`src/rtl/sap_pkg.sv`:
```
`default_nettype none
// ============================================================================
//  Module   : sap_pkg
//  Purpose  : Shared encodings for the RAM port-B arbiter (FSM states,
//             owner codes, read latency) plus a state-to-owner helper.
//  Revision : 1.0 - initial release
// ============================================================================
package sap_pkg;

  // Arbiter FSM states
  localparam logic [1:0] ARB_IDLE  = 2'd0;
  localparam logic [1:0] ARB_LOCK0 = 2'd1;
  localparam logic [1:0] ARB_LOCK1 = 2'd2;

  // Values presented on the owner output
  localparam logic [1:0] OWNER_NONE = 2'b00;
  localparam logic [1:0] OWNER_R0   = 2'b01;
  localparam logic [1:0] OWNER_R1   = 2'b10;

  // The RAM registers its read data, so read data arrives one cycle after grant
  localparam int RD_LATENCY = 1;

  // Map a registered FSM state onto the owner code
  function automatic logic [1:0] owner_of(input logic [1:0] state);
    logic [1:0] code;
    case (state)
      ARB_LOCK0: code = OWNER_R0;
      ARB_LOCK1: code = OWNER_R1;
      default:   code = OWNER_NONE;
    endcase
    return code;
  endfunction

endpackage
`default_nettype wire

```
`src/rtl/rr_pick2.sv`:
```
`default_nettype none
// ============================================================================
//  Module   : rr_pick2
//  Purpose  : Two-way request picker. Round-robin against the last winner,
//             or fixed priority to requester 0 when i_fixed is set.
//  Revision : 1.0 - initial release
// ============================================================================
module rr_pick2 (
  input  logic [1:0] i_req,
  input  logic       i_last,
  input  logic       i_fixed,
  output logic [1:0] o_gnt,
  output logic       o_winner
);

  // One-hot pick; on contention favour the requester that did not win last
  always_comb begin
    o_gnt = i_req;
    if (i_req == 2'b11) begin
      if (i_fixed || i_last) begin
        o_gnt = 2'b01;
      end else begin
        o_gnt = 2'b10;
      end
    end
    o_winner = o_gnt[1];
  end

endmodule
`default_nettype wire

```
`src/rtl/mem_port_arbiter.sv`:
```
`default_nettype none
// ============================================================================
//  Module   : mem_port_arbiter
//  Purpose  : Shares the single data port of the 256x8 RAM between the CPU
//             load/store path (r0) and a loader/debug master (r1). Supports
//             multi-beat locked ownership and returns registered read valid
//             one cycle after a read grant.
//  Revision : 1.0 - initial release
// ============================================================================
module mem_port_arbiter
  import sap_pkg::*;
#(
  parameter int AW         = 8,
  parameter int DW         = 8,
  parameter int PRIO_FIXED = 0
) (
  input  logic          clk,
  input  logic          reset,
  // requester 0
  input  logic          r0_req,
  input  logic          r0_lock,
  input  logic          r0_we,
  input  logic [AW-1:0] r0_addr,
  input  logic [DW-1:0] r0_wdata,
  output logic          r0_gnt,
  output logic          r0_rvalid,
  output logic [DW-1:0] r0_rdata,
  // requester 1
  input  logic          r1_req,
  input  logic          r1_lock,
  input  logic          r1_we,
  input  logic [AW-1:0] r1_addr,
  input  logic [DW-1:0] r1_wdata,
  output logic          r1_gnt,
  output logic          r1_rvalid,
  output logic [DW-1:0] r1_rdata,
  // RAM port B
  output logic          mem_we,
  output logic [AW-1:0] mem_addr,
  output logic [DW-1:0] mem_in,
  input  logic [DW-1:0] mem_out,
  // ownership status
  output logic [1:0]    owner
);

  logic [1:0] r_state;
  logic [1:0] w_state_nxt;
  logic       r_last;
  logic       r_rp_valid;
  logic       r_rp_id;

  logic [1:0] w_pick_gnt;
  logic       w_pick_win;
  logic [1:0] w_gnt;
  logic       w_win;

  rr_pick2 u_pick (
    .i_req    ({r1_req, r0_req}),
    .i_last   (r_last),
    .i_fixed  (PRIO_FIXED != 0),
    .o_gnt    (w_pick_gnt),
    .o_winner (w_pick_win)
  );

  // FSM state register
  always_ff @(posedge clk) begin
    if (reset) begin
      r_state <= ARB_IDLE;
    end else begin
      r_state <= w_state_nxt;
    end
  end

  // FSM next state: enter a lock on a locked grant, leave on any lock=0 cycle
  always_comb begin
    w_state_nxt = r_state;
    case (r_state)
      ARB_IDLE: begin
        if (w_gnt[0] && r0_lock) begin
          w_state_nxt = ARB_LOCK0;
        end else if (w_gnt[1] && r1_lock) begin
          w_state_nxt = ARB_LOCK1;
        end
      end
      ARB_LOCK0: if (!r0_lock) w_state_nxt = ARB_IDLE;
      ARB_LOCK1: if (!r1_lock) w_state_nxt = ARB_IDLE;
      default:   w_state_nxt = ARB_IDLE;
    endcase
  end

  // FSM outputs: grants (lock owner only, picker when idle) and RAM port mux
  always_comb begin
    w_gnt    = 2'b00;
    w_win    = 1'b0;
    mem_we   = 1'b0;
    mem_addr = '0;
    mem_in   = '0;
    if (!reset) begin
      case (r_state)
        ARB_IDLE: begin
          w_gnt = w_pick_gnt;
          w_win = w_pick_win;
        end
        ARB_LOCK0: begin
          w_gnt = {1'b0, r0_req};
          w_win = 1'b0;
        end
        ARB_LOCK1: begin
          w_gnt = {r1_req, 1'b0};
          w_win = 1'b1;
        end
        default: begin
          w_gnt = 2'b00;
          w_win = 1'b0;
        end
      endcase
    end
    if (w_gnt[0]) begin
      mem_we   = r0_we;
      mem_addr = r0_addr;
      mem_in   = r0_wdata;
    end else if (w_gnt[1]) begin
      mem_we   = r1_we;
      mem_addr = r1_addr;
      mem_in   = r1_wdata;
    end
  end

  // Round-robin pointer and the one-deep read-pending tag
  always_ff @(posedge clk) begin
    if (reset) begin
      r_last     <= 1'b1;
      r_rp_valid <= 1'b0;
      r_rp_id    <= 1'b0;
    end else begin
      if (|w_gnt) begin
        r_last <= w_win;
      end
      r_rp_valid <= (|w_gnt) & ~mem_we;
      r_rp_id    <= w_win;
    end
  end

  assign r0_gnt = w_gnt[0];
  assign r1_gnt = w_gnt[1];

  // A read tag still in flight when reset rises must never surface
  assign r0_rvalid = r_rp_valid & ~r_rp_id & ~reset;
  assign r1_rvalid = r_rp_valid &  r_rp_id & ~reset;
  assign r0_rdata  = mem_out;
  assign r1_rdata  = mem_out;

  assign owner = reset ? OWNER_NONE : owner_of(r_state);

endmodule
`default_nettype wire
```
`config.mk`:
```
export PLATFORM = sky130hd
export DESIGN_NAME = mem_port_arbiter
export DESIGN_NICKNAME = d
export VERILOG_FILES = /design/src/rtl/sap_pkg.sv /design/src/rtl/rr_pick2.sv /design/src/rtl/mem_port_arbiter.sv
export SDC_FILE = /design/constraint.sdc
export NUM_CORES = 1
export LEC_CHECK = 0
export ABC_AREA = 1
export CORE_UTILIZATION = 29
export CTS_CLUSTER_DIAMETER = 60
export CTS_CLUSTER_SIZE = 24
export DETAILED_ROUTE_END_ITERATION = 8
export PLACE_DENSITY = 0.84
export SYNTH_ARGS = -nofsm -noshare
export SYNTH_HDL_FRONTEND = slang
export SYNTH_HIERARCHICAL = 1
export SYNTH_SLANG_ARGS = --single-unit
```
`constraint.sdc`:
```
create_clock -name clk -period 3.31 [get_ports clk]
set_input_delay 0.331 -clock clk [delete_from_list [all_inputs] [get_ports clk]]
set_output_delay 0.331 -clock clk [all_outputs]
set_load 0.005 [all_outputs]
```
==> impl_results.md, run 1 <==
- Hold Path End: r_last
- Post-synth ARST share: 0%
- CTS max path bufs: 2
- Drt pass-1 iters: 4
- Setup TNS: 0 ps
- CP delay by family, top: buffers and inverters
- Hold_sp: r_last
- Number of global-route vias before repair: 858
- Final wirelength: roughly 2.4 mm
- RSZ-0062 raised after global routing: no
- Share of post-route cells with drive strength above 1: 7.82%
- Top Ports: 87
- Synth Register Bits: 5
- Ys Warns: 6
- Wire per inst: ~12 um
- Largest area contributor in the netlist: nand2_1
- Final setup vio count: 0
- GRT Overall Usage: 17.3%
- Skew-Pair Late Insertion Delay: 250 ps
- Period utilisation layout: roughly 82%
- Sw Ratio: 32.9%
- Most frequent cells after synthesis: nand2_1 (51), nand3_1 (23), buf_4 (18)
- Syn Std Cell Area: 737 um2
- Core Box Area: 2300 um2
- Min-Delay Path Class: flip-flop to flip-flop
- Mean Syn Cell Area: approximately 5.5 um2
- Tmin final: between 2000 and 3000 ps
- Final Max Tran Viols: 0
- Cell count of the worst reg-to-reg path: 7
- Fill cells: 240
- Tot Pwr: 322 uW
- Internal power: 216 uW
- CTS buffer count: 3
- Starting Density: 32.1%
- Fin Clk Skew: approximately 2.2 ps
- Via count: 989
- Largest net degree at the start of global routing: 22
- Post-layout util: 55.0%
- Setup WS pre-CTS: 616 ps
- Final hold vios: 0
- R2R Setup Slk: 1870 ps
- Reg power frac: roughly 22%
- Worst Hold Path Cells: 2
- Register area: 100 um2
- Diodes inserted: 0
- First-pass GRT wire length: roughly 3.5 mm
- EDFF count, synth: 0
- Final #Nets: 228
- Comb pwr share: 54.4%
- PwrDens: 255 nW/um2
- Vias per cell: around 4.8
- Worst Path Buf+Inv: 3
- Most common cell on crit path: nand2_1
- DRC: 0
- Post-synthesis sequential area ratio: about 14%
- Main synth FF type: dfxtp_1
- Initial DRC count: 18
- Static leakage: 0.589 nW
- Sw Pwr: 106 uW
- DP HPWL: about 1.9 mm
- Global placement routability congestion: 0.725
- Peak VDD IR: between 0.2 and 0.25 mV
- DIE AREA: 2750 um2
- Top-count cell post-synth: nand2_1
- Gr ovfl total: 0
- Hold buffers post-CTS: 0
- Largest cells by area after synthesis: nand2_1 (26%), buf_4 (18%), nand3_1 (16%)
- CP max stage cell: clkdlybuf4s50_1
- Clock slew at the register clock pins of the worst setup and hold paths: 50 ps
- Site Rows: 17
- Initial antenna violation count: 0
- WS Path Type: input port to primary output
- CP Launch Type: input port
- CP cell instances: clkdlybuf4s50_1 > nand2_2 > inv_2 > nand2_1 > nand2_1 > nand3_1 > nand2_2 > nand2_1 > nand2_1 > and2_1 > clkdlybuf4s50_1
- Post-Syn Instances: 133
- Worst EP required: a little under 3000 ps
- Resized cells post-CTS: 0
- Routed Antenna Nets: 0
- Maxcap violations: 0
- CP Max Fanout: 21
- Endpoint class of the critical path: primary output
- Setup ws final: 601 ps
- CTS Root Cell: clkbuf_4
- Clock power share: 23.5%
- Die Ht: 52.4 um
- Critical R2R Capture: r_rp_valid
- Area growth syn-to-layout: 71.3%
- Max Fclk: 0.369 GHz
- Critical Path AT: ~2400 ps
- CTS tree: done
- Multi-input logic area: 443 um2
- Max incr delay on CP: around 520 ps
- Die Width: approximately 52 um
- CTS Sinks: 5
- Reg-to-reg startpoint: r_state[1]
- Outcome: finished, final reports clean
- CTS HTree Levels: 1
- Post-synth top area share: 26.0%
- Distinct cells, synth: 20
- # port buffers: 62
- Post-Route Hold Slack: 526 ps
- Postcts setup bufs: 0
metal layers:
layer  part of all wire [%]  track usage (%)  wire, um
met3                    8.0             5.51       191
met1                     37             16.3       890
met2                     53             33.5      1260
met4                    1.6             7.46        38
met5                      0                0         0
cell usage in the layout (no fill, tap or decap), types with 2 or more instances in the layout:
cell | synthesis | layout
inv_1 | 5 | 5
clkdlybuf4s50_1 | 0 | 62
clkbuf_4 | 0 | 3
dfxtp_1 | 5 | 5
nor2_2 | 2 | 2
inv_2 | 3 | 3
a21oi_1 | 3 | 3
nand2_1 | 51 | 51
nor2_1 | 7 | 7
nand2_2 | 3 | 3
conb_1 | 1 | 2
nand3_1 | 23 | 23
nand4_1 | 2 | 2
worst register-to-register path: cells and delay by family, from the launching register on:
kind / cells / cell delay (ps)
and+or+nand+nor: 5 / 740
buffers and inverters: 1 / 90
DFF: 1 / 420
AOI/OAI and AO/OA: 1 / 70
final cells by class:
cell class | count | share of cell area, %
Timing Repair Buffer | 63 | 49.8
Multi-Input combinational cell | 99 | 35.1
Sequential cell | 5 | 7.93
Tap cell | 28 | 2.78
Inverter | 8 | 2.38
Clock buffer | 4 | 2.08
metrics by stage:
step,instances,instance area (um2)
3_3_place_gp,203,1240
4_1_cts,207,1260
5_1_grt,207,1260
6_report,207,1260
3_5_place_dp,203,1240
2_1_floorplan,134,741
how the worst max path moves through the flow:
stage / startpoint / endpoint / slack [ps] / cells past startpoint
floorplan: r1_req / mem_addr[0] / 1840 / 10
global placement: r1_req / mem_we / 710 / 11
detailed placement: r1_req / mem_we / 620 / 11
CTS: r1_req / mem_we / 600 / 11
global route: r0_req / mem_we / 480 / 11
finish: r1_req / mem_we / 600 / 11
power groups by stage:
stage / logic, mW / registers, mW / clock network, mW
final: 0.175 / 0.0711 / 0.0756
after global routing: 0.192 / 0.0716 / 0.0806
after CTS: 0.177 / 0.0709 / 0.0792
after detailed placement: 0.176 / 0.0720 / 0
after global placement: 0.170 / 0.0719 / 0
after floorplan: 0.0889 / 0.0711 / 0
flip-flops by register name (all words and copies together), names as in the netlist:
register / count
r_rp_id: 1
r_state: 2
r_rp_valid: 1
r_last: 1
cell families after synthesis:
kind of cell    Yosys count  synth area share [%]
other cells               1                 0.509
simple gates             91                  54.2
compound gates            6                  4.92
flops                     5                  13.6
buf+inv                  30                  26.8
Note: power is estimated with default switching activity, not from simulation.
==> run 2, diff against run 1 <==
--- a/config.mk
+++ b/config.mk
@@ -6,11 +6,11 @@
 export NUM_CORES = 1
 export LEC_CHECK = 0
 export ABC_AREA = 1
-export CORE_UTILIZATION = 29
+export CORE_UTILIZATION = 27
 export CTS_CLUSTER_DIAMETER = 60
 export CTS_CLUSTER_SIZE = 24
 export DETAILED_ROUTE_END_ITERATION = 8
-export PLACE_DENSITY = 0.84
+export PLACE_DENSITY = 0.79
 export SYNTH_ARGS = -nofsm -noshare
 export SYNTH_HDL_FRONTEND = slang
 export SYNTH_HIERARCHICAL = 1
==> constraint.sdc (replaced) <==
create_clock -name clk -period 2.6 [get_ports clk]
set_input_delay 0.26 -clock clk [delete_from_list [all_inputs] [get_ports clk]]
set_output_delay 0.26 -clock clk [all_outputs]
set_load 0.005 [all_outputs]
==> impl_results.md, run 2 (synthesized netlist as in run 1, its figures left out) <==
- Outcome: finished, final reports clean
- Maxcap violations: 0
- Site Rows: 18
- Static leakage: 0.605 nW
- Initial antenna violation count: 0
- Wire per inst: 10.6 um
- Commonest non-fill, non-tap cell in the layout: clkdlybuf4s50_1
- Diodes inserted: 0
- Peak VDD IR: 0.248 mV
- Via count: around 950
- DRC: 0
- CTS Sinks: 5
- Largest net degree at the start of global routing: 21
- Min-Delay Path Class: input port to primary output
- Most frequent cells in the layout: clkdlybuf4s50_1 (62), nand2_1 (51), nand3_1 (23), nor2_1 (7)
- RSZ-0062 raised after global routing: yes
- Origin of the worst setup path: r0_req
- Routed Antenna Nets: 0
- Placed cells: 207
- Setup ws final: 118 ps
- Postcts setup bufs: 0
- Skew-Pair Late Insertion Delay: 240 ps
- Endpoint class of the critical path: primary output
- Initial DRC count: 19
- GRT Overall Usage: 15.0%
- Tot Pwr: ~400 uW
- Post-Route Hold Slack: 520 ps
- Reg-to-reg startpoint: r_state[1]
- Number of global-route vias before repair: approximately 840
- Cell Count, Final, Fillers Out: 211
- Area growth syn-to-layout: 75.0%
- Max Fclk: 0.403 GHz
- WS Path Type: input port to primary output
- Post-layout util: 51.1%
- Top reg by flops: r_state
- Period utilisation layout: 95.5%
- Final setup vio count: 0
- CP Launch Type: input port
- Hold_sp: mem_out[4]
- PwrDens: approximately 310 nW/um2
- Die Ht: 54.2 um
- DIE AREA: 2940 um2
- Final #Nets: 230
- Starting Density: between 20% and 30%
- Core Box Area: 2520 um2
- Top Ports: 87
- CTS tree: done
- Worst EP required: 2340 ps
- CTS HTree Levels: 1
- Max FFs per register: 2
- Final Max Tran Viols: 0
- CTS buffer count: 3
- CTS Root Cell: clkbuf_4
- CP Max Fanout: 13
- Die Width: 54.2 um
- Drt pass-1 iters: 4
- CTS max path bufs: 2
- Share of post-route cells with drive strength above 1: 8.84%
- Critical Path AT: 2220 ps
- Final hold vios: 0
- Gr ovfl total: 0
- Fill cells: about 270
- # port buffers: slightly above 60
- Final wirelength: 2.25 mm
- First-pass GRT wire length: 3.24 mm
- Setup WS pre-CTS: approximately 70 ps
- Global placement routability congestion: 0.860
- Fin Clk Skew: about 4.2 ps
- Tmin final: roughly 2500 ps
- Vias per cell: 4.51
- DP HPWL: 1.82 mm
run 2: changes by cell type in the layout (fill, tap and decap cells not counted):
cell	delta
buf_4	+2
nand2_2	-2
nand2_4	+2
run 2: through the flow:
stage               cell area (um2)  TNS [ps]
global placement               1250         0
global route                   1290     -3.44
finish                         1290         0
CTS                            1280         0
floorplan                       741         0
detailed placement             1250         0
run 2: area by class of cell:
type	count	area [um2]	area share (%)
multi-input combinational	99	453	35.1
inverter	8	30.0	2.33
timing repair buffer	65	643	49.9
tap	30	37.5	2.91
sequential	5	100	7.76
clock buffer	4	26.3	2.04
run 2: critical path, stage by stage:
cell and delay (ps):
clkdlybuf4s50_1 510, nand2_2 80, inv_2 60, nand2_1 50, nand2_1 90, nand3_1 140
nand2_4 180, buf_4 180, nand3_1 80, nand2_1 70, clkdlybuf4s50_1 510
run 2: final timing paths:
check / end / slack (ps) / cells after the start
max: mem_in[4] / 120 / 11
min: r0_rdata[4] / 520 / 0
max reg2reg: r_rp_valid / 1230 / 6
min reg2reg: r_last / 520 / 2
run 2: layer usage:
layer,vias up,share of wire (%),GRT usage (%),routed length [um]
met5,-,0,0,0
met4,0,0.089,4.27,2
met3,2,8.2,4.44,184
met2,33,51,27.8,1160
met1,413,40,16.0,903
li1,503,-,-,-
run 2: timing repair:
item | CTS | global route
setup endpoints to repair | 0 | 10
hold buffers | 0 | 0
resized for setup | 0 | 2
run 2: report_power, final:
part	internal (mW)	switching, mW	leakage [nW]
clock network	0.0579	0.0297	0.0150
logic	0.136	0.0908	0.549
registers	0.0846	0.00585	0.0412
==> run 3, diff against run 2 <==
--- a/config.mk
+++ b/config.mk
@@ -11,6 +11,7 @@
 export CTS_CLUSTER_SIZE = 24
 export DETAILED_ROUTE_END_ITERATION = 8
 export PLACE_DENSITY = 0.79
+export RECOVER_POWER = 25
 export SYNTH_ARGS = -nofsm -noshare
 export SYNTH_HDL_FRONTEND = slang
 export SYNTH_HIERARCHICAL = 1
==> constraint.sdc (replaced) <==
create_clock -name clk -period 2.6 [get_ports clk]
set_input_delay 0.39 -clock clk [delete_from_list [all_inputs] [get_ports clk]]
set_output_delay 0.39 -clock clk [all_outputs]
set_load 0.005 [all_outputs]
==> impl_results.md, run 3 (synthesized netlist as in run 1, its figures left out) <==
- Largest net degree at the start of global routing: 12
- Max FFs per register: 2
- WS Path Type: input port to primary output
- Drt pass-1 iters: 4
- CTS Root Cell: clkbuf_4
- Final setup vio count: 0
- Skew-Pair Late Insertion Delay: 240 ps
- Global placement routability congestion: around 0.9
- Setup ws final: 17.1 ps
- Sw Ratio: 31.3%
- Fill cells: 241
- Fin Clk Skew: 6.19 ps
- Tmin final: 2580 ps
- Commonest non-fill, non-tap cell in the layout: nand2_1
- CTS tree: done
- Clock power share: 19.7%
- Wire per inst: between 10 and 15 um
- Die Ht: 54.2 um
- Maxcap violations: 0
- CP Max Fanout: 5
- Reg power frac: 20.1%
- Diodes inserted: 0
- Via count: 1028
- Core Box Area: about 2500 um2
- Top reg by flops: r_state
- Placed cell area: 1330 um2
- Die Width: 54.2 um
- Endpoint class of the critical path: primary output
- First-pass GRT wire length: ~3.4 mm
- DRC: 0
- Final hold vios: 0
- Initial antenna violation count: 0
- Sw Pwr: 141 uW
- Final #Nets: 245
- DP HPWL: 1.92 mm
- CTS buffer count: 3
- Most frequent cells in the layout: nand2_1 (49), clkdlybuf4s50_1 (47), nand3_1 (22), dlymetal6s2s_1 (14), buf_4 (11)
- # port buffers: just over 60
- PwrDens: 301 nW/um2
- Static leakage: 0.912 nW
- Number of global-route vias before repair: 884
- Routed Antenna Nets: 0
- Comb pwr share: 60.2%
- CTS Sinks: 5
- Area growth syn-to-layout: 103%
- Period utilisation layout: between 90 and 100%
- Initial DRC count: 21
- Peak VDD IR: 0.298 mV
- Final wirelength: 2.52 mm
- Tot Pwr: 451 uW
- Internal power: 310 uW
- Outcome: finished, final reports clean
- RSZ-0062 raised after global routing: yes
- Max Fclk: 0.387 GHz
- Starting Density: 29.2%
- GRT Overall Usage: 15.4%
- DIE AREA: 2940 um2
- Min-Delay Path Class: flip-flop to flip-flop
- Gr ovfl total: 0
- Final instance area: 1500 um2
- Final Max Tran Viols: 0
- CP Launch Type: input port
- Site Rows: 18
- Top Ports: 87
- Critical Path AT: 2190 ps
- CTS max path bufs: 2
- Worst EP required: 2210 ps
- Vias per cell: 4.55
- Share of post-route cells with drive strength above 1: 17.3%
- CTS HTree Levels: 1
- Setup WS pre-CTS: -54.4 ps
- Clock slew at the register clock pins of the worst setup and hold paths: ~50 ps
- R2R Setup Slk: 1210 ps
==> run 3: changes by cell type in the layout (fill, tap and decap cells not counted), sizes merged <==
cell / previous run / this run
buf: 3 / 18
clkdlybuf4s50: 62 / 47
dlymetal6s2s: 0 / 14
dlygate4sd2: 0 / 1
==> run 3: what timing repair did <==
item / CTS / global route
hold buffers: 0 / 0
pin swaps: 1 / 3
cloned: 0 / 2
setup endpoints to repair: 10 / 17
setup buffers: 0 / 6
resized for setup: 4 / 24
==> run 3: final timing paths <==
path / from / to / depth (start not counted)
worst min register to register: r_last / r_last / 2
worst max-delay path: r1_req / mem_in[0] / 11
worst max register to register: r_state[1] / r_rp_valid / 7
worst min-delay path: r_last / r_last / 2
==> run 3: power by group through the flow <==
| stage | clock [mW] | combinational (mW) | sequential, mW |
|---|---|---|---|
| 2_1_floorplan | 0 | 0.113 | 0.0905 |
| 3_3_place_gp | 0 | 0.244 | 0.0916 |
| 3_5_place_dp | 0 | 0.247 | 0.0924 |
| 4_1_cts | 0.0944 | 0.252 | 0.0909 |
| 5_1_grt | 0.101 | 0.296 | 0.0916 |
| 6_report | 0.0889 | 0.272 | 0.0910 |
==> run 3: area by class of cell <==
cell class              instances  area, um2  area share [%]
repair buffers                 80        833            55.6
multi-input cells              99        470            31.4
flip-flops and latches          5        100            6.68
well taps                      30       37.5            2.51
inverters                       8       30.0            2.01
clock buffers                   4       26.3            1.75
==> run 3: routing by layer <==
metal | vias up | wire, um | global-route usage [%]
li1 | 529 | - | -
met1 | 462 | 1030 | 15.8
met2 | 35 | 1300 | 28.3
met3 | 2 | 193 | 3.89
met4 | 0 | 2 | 8.12
met5 | - | 0 | 0
==> run 3: worst max-delay path, cell delays in order <==
cell and delay (ps):
clkdlybuf4s50_1 490, nand2_2 80, inv_2 60, nand2_1 40, nand2_1 70, nand2_2 90
a21oi_4 230, buf_6 140, nand2_1 40, nand2_1 60, clkdlybuf4s50_1 490
==> run 3: stage by stage <==
stage	hold slack [ps]	std cells	utilization, %	setup TNS [ps]
floorplan	459	134	-	0
global placement	521	214	52.8	0
detailed placement	553	214	52.8	-176
CTS	558	218	54.3	0
global route	582	226	59.4	-256
finish	552	226	59.4	0
